--- config.mk ---
export PLATFORM = sky130hd
export DESIGN_NAME = text_display_engine
export DESIGN_NICKNAME = d
export VERILOG_FILES = /design/src/rtl/text_display_engine.sv
export SDC_FILE = /design/constraint.sdc
export NUM_CORES = 1
export LEC_CHECK = 0
export CORE_MARGIN = 2
export CORE_UTILIZATION = 50
export CTS_CLUSTER_SIZE = 28
export DETAILED_ROUTE_END_ITERATION = 8
export PLACE_DENSITY = 0.8
export SYNTH_ARGS = -nofsm -noshare
export SYNTH_HDL_FRONTEND = slang
export SYNTH_SLANG_ARGS = --single-unit
--- constraint.sdc ---
create_clock -name clk_i -period 2.4 [get_ports clk_i]
set_clock_uncertainty 0.05 [all_clocks]
set_input_delay 0.24 -clock clk_i [delete_from_list [all_inputs] [get_ports clk_i]]
set_output_delay 0.24 -clock clk_i [all_outputs]
set_load 0.005 [all_outputs]
--- src/rtl/text_display_engine.sv ---
`timescale 1ns/1ps
// -----------------------------------------------------------------------------
// text_display_engine
//
// Text-mode LCD display engine. Generates LCD raster timing from the pixel
// clock, fetches character/attribute words from an external synchronous VRAM,
// looks up glyph rows in an external synchronous font ROM and emits one 4-bit
// IRGB colour per pixel. Sync, data-enable and colour leave on the same clock.
// Supports integer pixel replication, attribute blink and a blinking hardware
// cursor.
//
// Ports
//   clk_i         pixel clock, the only clock
//   rst_i         asynchronous active-high reset
//   vram_addr_o   cell word address (row_base + text column)
//   vram_data_i   {blink, bg RGB[2:0], fg IRGB[3:0], char[7:0]}, 1 clock late
//   font_addr_o   {char[7:0], glyph_line[2:0]}
//   font_data_i   glyph row, bit7 = leftmost pixel, 1 clock after font_addr_o
//   cursor_en_i   cursor enable
//   cursor_col_i  cursor text column
//   cursor_row_i  cursor text row
//   lcd_hsync_o   horizontal sync, active level SYNC_POL
//   lcd_vsync_o   vertical sync, active level SYNC_POL
//   lcd_den_o     data enable (visible pixel)
//   color_o       IRGB pixel colour, 0 outside the visible area
//   vblank_o      high while the line counter is outside the visible area
//
// Pipeline (counter state to pins = 3 clocks):
//   S0  counters address the VRAM
//   S1  VRAM word arrives; its character indexes the font ROM
//   S2  glyph row arrives; colour is resolved into the output registers
// -----------------------------------------------------------------------------
module text_display_engine #(
    parameter int H_ACTIVE   = 480,
    parameter int H_FP       = 2,
    parameter int H_SYNC     = 41,
    parameter int H_BP       = 2,
    parameter int V_ACTIVE   = 272,
    parameter int V_FP       = 2,
    parameter int V_SYNC     = 10,
    parameter int V_BP       = 2,
    parameter int SCALE_LOG2 = 1,
    parameter int VRAM_AW    = 10,
    parameter bit SYNC_POL   = 1'b0,
    parameter int BLINK_LOG2 = 5
) (
    input  logic               clk_i,
    input  logic               rst_i,
    output logic [VRAM_AW-1:0] vram_addr_o,
    input  logic [15:0]        vram_data_i,
    output logic [10:0]        font_addr_o,
    input  logic [7:0]         font_data_i,
    input  logic               cursor_en_i,
    input  logic [6:0]         cursor_col_i,
    input  logic [5:0]         cursor_row_i,
    output logic               lcd_hsync_o,
    output logic               lcd_vsync_o,
    output logic               lcd_den_o,
    output logic [3:0]         color_o,
    output logic               vblank_o
);

    // -------------------------------------------------------------------------
    // Geometry
    // -------------------------------------------------------------------------
    localparam int H_TOTAL   = H_ACTIVE + H_FP + H_SYNC + H_BP;
    localparam int V_TOTAL   = V_ACTIVE + V_FP + V_SYNC + V_BP;
    localparam int CELL_LOG2 = 3 + SCALE_LOG2;
    localparam int CELL_PX   = 1 << CELL_LOG2;
    localparam int COLS      = H_ACTIVE >> CELL_LOG2;
    localparam int ROWS      = V_ACTIVE >> CELL_LOG2;

    // One spare bit so that every window boundary (up to H_TOTAL) is
    // representable and comparisons never wrap.
    localparam int HW = $clog2(H_TOTAL + 1);
    localparam int VW = $clog2(V_TOTAL + 1);

    localparam logic [HW-1:0] H_LAST   = HW'(H_TOTAL - 1);
    localparam logic [HW-1:0] H_ACT    = HW'(H_ACTIVE);
    localparam logic [HW-1:0] HS_START = HW'(H_ACTIVE + H_FP);
    localparam logic [HW-1:0] HS_END   = HW'(H_ACTIVE + H_FP + H_SYNC);
    localparam logic [VW-1:0] V_LAST   = VW'(V_TOTAL - 1);
    localparam logic [VW-1:0] V_ACT    = VW'(V_ACTIVE);
    localparam logic [VW-1:0] VS_START = VW'(V_ACTIVE + V_FP);
    localparam logic [VW-1:0] VS_END   = VW'(V_ACTIVE + V_FP + V_SYNC);

    localparam logic [VRAM_AW-1:0] COLS_W = VRAM_AW'(COLS);

    // The visible area must tile exactly into cells; the frame counter needs
    // at least two bits to provide separate blink and cursor phases.
    if ((H_ACTIVE % CELL_PX) != 0 || (V_ACTIVE % CELL_PX) != 0 ||
        COLS < 1 || ROWS < 1) begin : g_bad_geometry
        $error("text_display_engine: active area is not a whole number of cells");
    end
    if (BLINK_LOG2 < 2) begin : g_bad_blink
        $error("text_display_engine: BLINK_LOG2 must be at least 2");
    end

    // -------------------------------------------------------------------------
    // S0: raster counters, row base and frame counter
    // -------------------------------------------------------------------------
    logic [HW-1:0]         hcnt_reg;
    logic [VW-1:0]         vcnt_reg;
    logic [VRAM_AW-1:0]    row_base_reg;
    logic [BLINK_LOG2-1:0] frame_reg;

    logic h_wrap;
    logic v_wrap;
    logic row_end;

    assign h_wrap  = (hcnt_reg == H_LAST);
    assign v_wrap  = (vcnt_reg == V_LAST);
    // Last scanline of a text row: all glyph-line and replication bits set.
    assign row_end = &vcnt_reg[CELL_LOG2-1:0];

    always_ff @(posedge clk_i or posedge rst_i) begin
        if (rst_i) begin
            hcnt_reg     <= '0;
            vcnt_reg     <= '0;
            row_base_reg <= '0;
            frame_reg    <= '0;
        end else if (h_wrap) begin
            hcnt_reg <= '0;
            if (v_wrap) begin
                vcnt_reg     <= '0;
                row_base_reg <= '0;
                frame_reg    <= frame_reg + BLINK_LOG2'(1);
            end else begin
                vcnt_reg <= vcnt_reg + VW'(1);
                // Row base walks in steps of COLS so the address is a plain
                // add of the text column, with no multiplier.
                if (row_end) begin
                    row_base_reg <= row_base_reg + COLS_W;
                end
            end
        end else begin
            hcnt_reg <= hcnt_reg + HW'(1);
        end
    end

    logic [15:0] text_col;
    logic [15:0] text_row;

    assign text_col    = 16'(hcnt_reg >> CELL_LOG2);
    assign text_row    = 16'(vcnt_reg >> CELL_LOG2);
    assign vram_addr_o = row_base_reg + VRAM_AW'(text_col);

    // -------------------------------------------------------------------------
    // Per-pixel control carried alongside the memory fetches. Syncs are held
    // as "asserted" flags so that a zero pipeline means inactive sync for
    // either polarity; polarity is applied at the output register.
    // -------------------------------------------------------------------------
    typedef struct packed {
        logic       active;
        logic       hsync;
        logic       vsync;
        logic       vblank;
        logic       blink_ph;
        logic       cur_inv;
        logic [2:0] cell_x;
    } ctrl_t;

    ctrl_t      ctrl_next;
    ctrl_t      s1_reg;
    ctrl_t      s2_reg;
    logic [2:0] glyph_next;
    logic [2:0] s1_glyph_reg;
    logic [7:0] s2_attr_reg;
    logic       cursor_hit;

    always_comb begin
        glyph_next = vcnt_reg[SCALE_LOG2 +: 3];

        // Cursor occupies only the bottom glyph line of its cell.
        cursor_hit = cursor_en_i &&
                     (text_col == {9'd0, cursor_col_i}) &&
                     (text_row == {10'd0, cursor_row_i}) &&
                     (glyph_next == 3'd7);

        ctrl_next          = '0;
        ctrl_next.active   = (hcnt_reg < H_ACT) && (vcnt_reg < V_ACT);
        ctrl_next.hsync    = (hcnt_reg >= HS_START) && (hcnt_reg < HS_END);
        ctrl_next.vsync    = (vcnt_reg >= VS_START) && (vcnt_reg < VS_END);
        ctrl_next.vblank   = (vcnt_reg >= V_ACT);
        ctrl_next.blink_ph = frame_reg[BLINK_LOG2-1];
        ctrl_next.cur_inv  = cursor_hit & frame_reg[BLINK_LOG2-2];
        ctrl_next.cell_x   = hcnt_reg[SCALE_LOG2 +: 3];
    end

    // -------------------------------------------------------------------------
    // S1 / S2 pipeline registers
    // -------------------------------------------------------------------------
    always_ff @(posedge clk_i or posedge rst_i) begin
        if (rst_i) begin
            s1_reg       <= '0;
            s1_glyph_reg <= '0;
            s2_reg       <= '0;
            s2_attr_reg  <= '0;
        end else begin
            s1_reg       <= ctrl_next;
            s1_glyph_reg <= glyph_next;
            s2_reg       <= s1_reg;
            // Attribute byte arrives with the VRAM word during S1.
            s2_attr_reg  <= vram_data_i[15:8];
        end
    end

    // The font ROM is addressed straight from the VRAM word so that its row
    // is back in time for S2. Held at zero outside the visible area.
    assign font_addr_o = s1_reg.active ? {vram_data_i[7:0], s1_glyph_reg} : 11'd0;

    // -------------------------------------------------------------------------
    // S2: pixel resolve
    // -------------------------------------------------------------------------
    // Bit-reversed glyph row so cell_x indexes directly (bit7 = leftmost).
    logic [7:0] glyph_rev;

    genvar gi;
    generate
        for (gi = 0; gi < 8; gi++) begin : g_glyph_rev
            assign glyph_rev[gi] = font_data_i[7-gi];
        end
    endgenerate

    logic       font_bit;
    logic       blink_off;
    logic       pix_on;
    logic [3:0] color_next;

    always_comb begin
        font_bit  = glyph_rev[s2_reg.cell_x];
        // Blinking cells show background only during the low blink phase.
        blink_off = s2_attr_reg[7] & ~s2_reg.blink_ph;
        pix_on    = (font_bit & ~blink_off) ^ s2_reg.cur_inv;

        color_next = 4'd0;
        if (s2_reg.active) begin
            color_next = pix_on ? s2_attr_reg[3:0] : {1'b0, s2_attr_reg[6:4]};
        end
    end

    // -------------------------------------------------------------------------
    // Output registers
    // -------------------------------------------------------------------------
    logic       hsync_reg;
    logic       vsync_reg;
    logic       den_reg;
    logic [3:0] color_reg;
    logic       vblank_reg;

    always_ff @(posedge clk_i or posedge rst_i) begin
        if (rst_i) begin
            hsync_reg  <= ~SYNC_POL;
            vsync_reg  <= ~SYNC_POL;
            den_reg    <= 1'b0;
            color_reg  <= 4'd0;
            vblank_reg <= 1'b0;
        end else begin
            hsync_reg  <= s2_reg.hsync ? SYNC_POL : ~SYNC_POL;
            vsync_reg  <= s2_reg.vsync ? SYNC_POL : ~SYNC_POL;
            den_reg    <= s2_reg.active;
            color_reg  <= color_next;
            vblank_reg <= s2_reg.vblank;
        end
    end

    assign lcd_hsync_o = hsync_reg;
    assign lcd_vsync_o = vsync_reg;
    assign lcd_den_o   = den_reg;
    assign color_o     = color_reg;
    assign vblank_o    = vblank_reg;

endmodule

==> results.toml, run 1 <==
[setup_path]
path_buf_inv = 3
crit_slowest_cell = "dfrtp_1"
crit_type = "register to primary output"
crit_path_max_fanout = 2
path_cells = "ha_4 -> buf_6 -> nor2b_4 -> o21ai_2 -> a21boi_2 -> buf_4 -> or4_1 -> nand3_1 -> buf_2"
required_ps = 2110
worst_setup_path_end_kind = "primary output"
crit_family = "simple AND/OR/NAND/NOR gates"
critPathMaxStageDelay_ps = 410
crit_arrival_ps = 2230
crit_path_start_kind = "register"

[global_route]
grt_max_degree = 71
grt_pass1_vias = 2686
track_usage_pct = 21.5
antenna_found_initial = 0
grt_pass1_wl_mm = 12.5
overflow = 0

[cts]
h-tree-depth = 3
root_buffer = "clkbuf_8"
ctsLongestPathBuffers = 2
hold_buffers = 0
tritoncts = "done"
clock-sinks = 70
clock_latency_ps = 350
cts_buffers = 9
clk_pin_slew_ps = 70

[synth]
yosysUniqueCellTypes = 58
yosys.area.top_type = "dfrtp_1"
syn-num-nets = 378
avgSynthCellArea_sq_um = 10.7
synth_top_area_share_pct = 48.9
synth-async-reset-ratio_pct = 100
ys_warn_count = 0
synth_edf_count = 0
ys_top_cells_by_area = "dfrtp_1, xnor2_1, ha_1"
ys_ff_latch = 70
syn-cell-area_sq_um = 3480
ys.flop_type = "dfrtp_1"
yosysSeqAreaShare_pct = 50.4
synthCells = 325

[final_layout]
diodes = 0
largest_reg_flops = 10
utilization_pct = 69.6
nets = 473
drive_gt1_share_pct = 19.1
stdcell_area_sq_um = 4700
area_delta_synth_final_pct = 35.2

[place]
io_buffers = 68
place_ws_ps = -248
gp_congestion = 0.806
post_dp_cell_area_sq_um = 4380
hpwl_mm = 5.31

[drt]
ant_nets = 0
drt_iter0_drc = 154
viasPerCell = 5.40
wl_per_cell_microns = 15.1
route.detailed.drc = 0
drtPass1Iterations = 4
vias = 2722
finalWirelength_mm = 7.60

[timing]
clock.fmax_mhz = 397
period_share_pct = 105
rsz0062_at_grt = "true"
finalWorstSetupSlack_ps = -117
setup_viol_count_final = 4
drv_slew = 0
worst_pin_slew_ps = 477
relSlewSlack_pct = 67.3
finalHoldViolCount = 0
min_period_ps = 2520

[min_path]
hp-class = "input port to async pin"

[die]
dieHeight_microns = 87.4
core_sq_um = 6760
fp.dieW_microns = 87.4
io_pins = 69
die_area_sq_um = 7640
start_util_pct = 51.5
num_rows = 30

[run_status]
status = "finished with violations"
violations = "setup timing"

[power]
power_density_nw_per_um2 = 506
peakVddDrop_uv = 398
p_leak_nw = 2.17

[flow_run]
maxCapViolCount = 0
kinds of logic (layout without fill, tap and decap cells):
logic type      count (synthesis)  after routing  share of synthesized area (%)
simple gates                  130            130                           22.2
flops                          70             70                           50.4
compound gates                 36             36                           6.77
xor+xnor                       36             36                           9.07
buf+inv                        33            132                           4.39
fa+ha+maj                      13             13                           4.89
mux                             6              6                           2.12
other cells                     1              1                          0.108
layout by cell type (no fill, tap or decap), drive strengths merged, types with 2 or more instances in the layout:
cell type | netlist | routed
and3 | 8 | 8
buf | 11 | 39
xnor2 | 20 | 20
nor2 | 17 | 17
nand2 | 21 | 21
or3 | 2 | 2
inv | 14 | 14
clkbuf | 7 | 12
nor3b | 8 | 8
nand2b | 4 | 4
or4b | 2 | 2
ha | 12 | 12
a211oi | 2 | 2
nand3 | 20 | 20
nor2b | 2 | 2
and2 | 14 | 14
a21o | 3 | 3
a31oi | 2 | 2
nand4 | 14 | 14
o31ai | 3 | 3
o21ai | 10 | 10
mux2i | 4 | 4
o21a | 2 | 2
dfrtp | 68 | 68
and2b | 2 | 2
nor4 | 4 | 4
dfstp | 2 | 2
nand3b | 3 | 3
clkinv | 1 | 2
bufinv | 0 | 2
a21oi | 6 | 6
clkdlybuf4s50 | 0 | 61
xor2 | 16 | 16
nor3 | 4 | 4
worst register-to-register path: cells and delay by family, from the launching register on:
family	cells	cell delay [ps]
and+or+nand+nor	4	1160
DFF	1	380
xor gates and xnor gates	1	140
buffers and inverters	2	300
final cells by class:
| cell class | count | area, sq um |
|---|---|---|
| Fill cell | 476 | 2060 |
| Sequential cell | 70 | 1750 |
| Multi-Input combinational cell | 222 | 1650 |
| Timing Repair Buffer | 102 | 928 |
| Clock buffer | 11 | 141 |
| Tap cell | 80 | 100 |
| Clock inverter | 4 | 72.6 |
| Inverter | 15 | 56.3 |
routing by layer:
metal | up-vias | part of all wire [%] | GRT usage, %
met1 | 1301 | 43 | 26.8
li1 | 1312 | - | -
met4 | 0 | 2.0 | 7.97
met2 | 90 | 48 | 35.4
met3 | 19 | 6.6 | 6.54
met5 | - | 0 | 0
synth_stat cells, types with 4 or more instances:
cell	instances
clkbuf_1	6
inv_1	14
nand4_1	14
xor2_1	16
mux2i_1	4
nor3_1	4
ha_1	12
buf_2	4
nor2_1	16
nand2_1	21
xnor2_1	20
nand3_1	19
a21oi_1	6
and3_1	5
o21ai_0	10
dfrtp_1	68
nor3b_1	8
and2_1	14
nand2b_1	4
through the flow:
stage / power [mW] / hold WS, ps / setup TNS (ps) / cells
floorplan: 1.27 / 221 / 0 / 325
global route: 2.47 / 269 / -550 / 504
detailed placement: 1.37 / 286 / -581 / 483
finish: 2.38 / 232 / -229 / 504
CTS: 2.40 / 254 / -824 / 503
global placement: 1.37 / 281 / -520 / 483
worst paths after layout:
path | startpoint | end | slack [ps] | cells after the start
worst max-delay path | hcnt_reg[6]$_DFF_PP0_ | vram_addr_o[6] | -120 | 9
worst min-delay path | rst_i | row_base_reg[3]$_DFFE_PP0P_ | 230 | 3
worst max register to register | hcnt_reg[5]$_DFF_PP0_ | row_base_reg[5]$_DFFE_PP0P_ | 260 | 7
worst min register to register | s1_reg[6]$_DFF_PP0_ | s2_reg[6]$_DFF_PP0_ | 300 | 0
max in group asynchronous | rst_i | lcd_hsync_o$_DFF_PP1_ | 1750 | 3
min in group clk_i | vram_data_i[8] | s2_attr_reg[0]$_DFF_PP0_ | 280 | 1
what timing repair did:
item,in CTS,in global routing
pin swaps,8,8
resized for setup,29,16
setup buffers,5,1
endpoints found under the setup margin,6,8
power breakdown:
part | total, mW | leakage, nW | switching (mW) | internal [mW]
clock network | 1.03 | 0.105 | 0.424 | 0.606
registers | 1.20 | 0.902 | 0.00516 | 1.19
logic | 0.154 | 1.16 | 0.0547 | 0.0994
Note: power is estimated with default switching activity, not from simulation.
==> inputs of run 2 (changes only) <==
- CORE_UTILIZATION: 50 -> 52
- PLACE_DENSITY: 0.8 -> 0.82
- SETUP_SLACK_MARGIN: unset -> 0.3
==> results.toml, run 2 (synthesis results as in run 1) <==
[drt]
drtPass1Iterations = 6
route.detailed.drc = 8
finalWirelength_mm = 7.79
viasPerCell = 5.52
wl_per_cell_microns = 15.5
ant_nets = 0
vias = 2772
drt_iter0_drc = 165

[setup_path]
crit_path_start_kind = "register"
crit_type = "register to primary output"
rrSetupSlack_ps = 350
r2r_cells = 4
crit_family = "simple AND/OR/NAND/NOR gates"
timing.rr.start = "vcnt_reg[5]$_DFFE_PP0N_"
required_ps = 2110
critPathMaxStageDelay_ps = 470
worst_setup_path_end_kind = "primary output"
critical_path_depth = 8
crit_slowest_cell = "or4b_4"
r2r-end = "frame_reg[1]$_DFFE_PP0P_"
path_cells = "ha_4 -> a21oi_2 -> o21ai_2 -> a21oi_2 -> buf_4 -> or4b_4 -> nand3_2 -> buf_2"
path_buf_inv = 2
crit_path_max_fanout = 3
crit_top_cell = "a21oi_2"
crit_arrival_ps = 2150

[timing]
rsz0062_at_grt = "true"
drv_slew = 0
min_period_ps = 2440
finalWorstSetupSlack_ps = -43.4
worst_pin_slew_ps = 651
finalHoldViolCount = 0
relSlewSlack_pct = 56.5
setup_viol_count_final = 2
clock.fmax_mhz = 409
hold_ws_ps = 262
period_share_pct = 102

[die]
fp.dieW_microns = 85.8
die_area_sq_um = 7360
core_sq_um = 6420
dieHeight_microns = 85.8
io_pins = 69
num_rows = 29
start_util_pct = 54.1

[power]
peakVddDrop_uv = 249
p_leak_nw = 2.17
seqPwrFrac_pct = 55.4
p_int_mw = 1.68
power_frac_clock_pct = 37.4
switchingPower_uw = 475
power_density_nw_per_um2 = 460
combPwrFrac_pct = 7.2
p_sw_share_pct = 22.0

[cts]
h-tree-depth = 3
cts_buffers = 9
ctsLongestPathBuffers = 2
tritoncts = "done"
hold_buffers = 0
root_buffer = "clkbuf_8"
clk_pin_slew_ps = 70
clock-sinks = 70
clock_latency_ps = 350

[place]
dp_cells = 479
io_buffers = 68
hpwl_mm = 5.53
gp_congestion = 0.866
place_ws_ps = -242
post_dp_cell_area_sq_um = 4380

[run_status]
status = "finished with violations"
violations = "DRC, setup timing"

[flow_run]
maxCapViolCount = 0

[final_layout]
finalNonFillerCells = 502
nets = 474
layout_commonest_cell = "dfrtp_1"
largest_reg_flops = 10
diodes = 0
final_cell_mix = "dfrtp_1, clkdlybuf4s50_1, buf_4"
drive_gt1_share_pct = 21.6
area_delta_synth_final_pct = 34.9
stdcell_area_sq_um = 4690

[global_route]
grt_pass1_wl_mm = 12.8
overflow = 0
grt_max_degree = 33
antenna_found_initial = 0
track_usage_pct = 22.5
grt_pass1_vias = 2751

[min_path]
hp-class = "input port to async pin"
run 2: cell count changes in the layout (fill, tap and decap cells not counted), sizes merged:
| cell | change |
|---|---|
| dlygate4sd2 | +3 |
| buf | +2 |
| bufinv | -2 |
| clkdlybuf4s50 | -2 |
| clkbuf | -1 |
| clkinv | +1 |
| clkinvlp | +1 |
| dlymetal6s2s | -1 |
run 2: per-layer routing:
metal	GRT usage, %	wire [microns]	vias to the layer above
li1	-	-	1316
met1	27.3	3310	1346
met2	39.0	3910	96
met3	6.16	430	14
met4	7.36	146	0
met5	0	0	-
run 2: worst max-delay path by stage:
stage / start / end / slack, ps
global placement: hcnt_reg[6]$_DFF_PP0_ / vram_addr_o[8] / -170
floorplan: hcnt_reg[5]$_DFF_PP0_ / vram_addr_o[8] / 300
detailed placement: hcnt_reg[6]$_DFF_PP0_ / vram_addr_o[8] / -240
finish: hcnt_reg[6]$_DFF_PP0_ / vram_addr_o[9] / -40
global route: hcnt_reg[6]$_DFF_PP0_ / vram_addr_o[9] / -130
CTS: hcnt_reg[6]$_DFF_PP0_ / vram_addr_o[9] / -20
run 2: through the flow:
step,util (%),TNS (ps),power [mW]
after floorplan,-,0,1.27
after global placement,68.3,-333,1.37
after detailed placement,68.3,-580,1.38
after CTS,72.1,-19.0,2.19
after global routing,73.0,-339,2.25
final,73.0,-63.6,2.16
run 2: area by class of cell:
cell class / instances / area (sq um)
clock inverter: 4 / 25.0
tap: 77 / 96.3
timing repair buffer: 103 / 942
multi-input combinational: 222 / 1680
clock buffer: 11 / 141
inverter: 15 / 56.3
fill: 458 / 1730
sequential: 70 / 1750
run 2: timing repair:
item                                    in CTS  in global routing
pin swaps                                   11                  5
resized for setup                           45                  7
buffers inserted                             4                  4
endpoints found under the setup margin      13                 11
run 2: power groups by stage:
| stage | Combinational, mW | Sequential (mW) | Clock, mW |
|---|---|---|---|
| floorplan | 0.0477 | 1.22 | 0 |
| global placement | 0.155 | 1.22 | 0 |
| detailed placement | 0.158 | 1.22 | 0 |
| CTS | 0.159 | 1.20 | 0.832 |
| global route | 0.171 | 1.20 | 0.882 |
| finish | 0.156 | 1.20 | 0.807 |
==> inputs of run 3 (changes only) <==
- CAP_MARGIN: unset -> 15
==> results of run 3 <==
The final DEF is identical to that of run 2; final timing and power are the same.
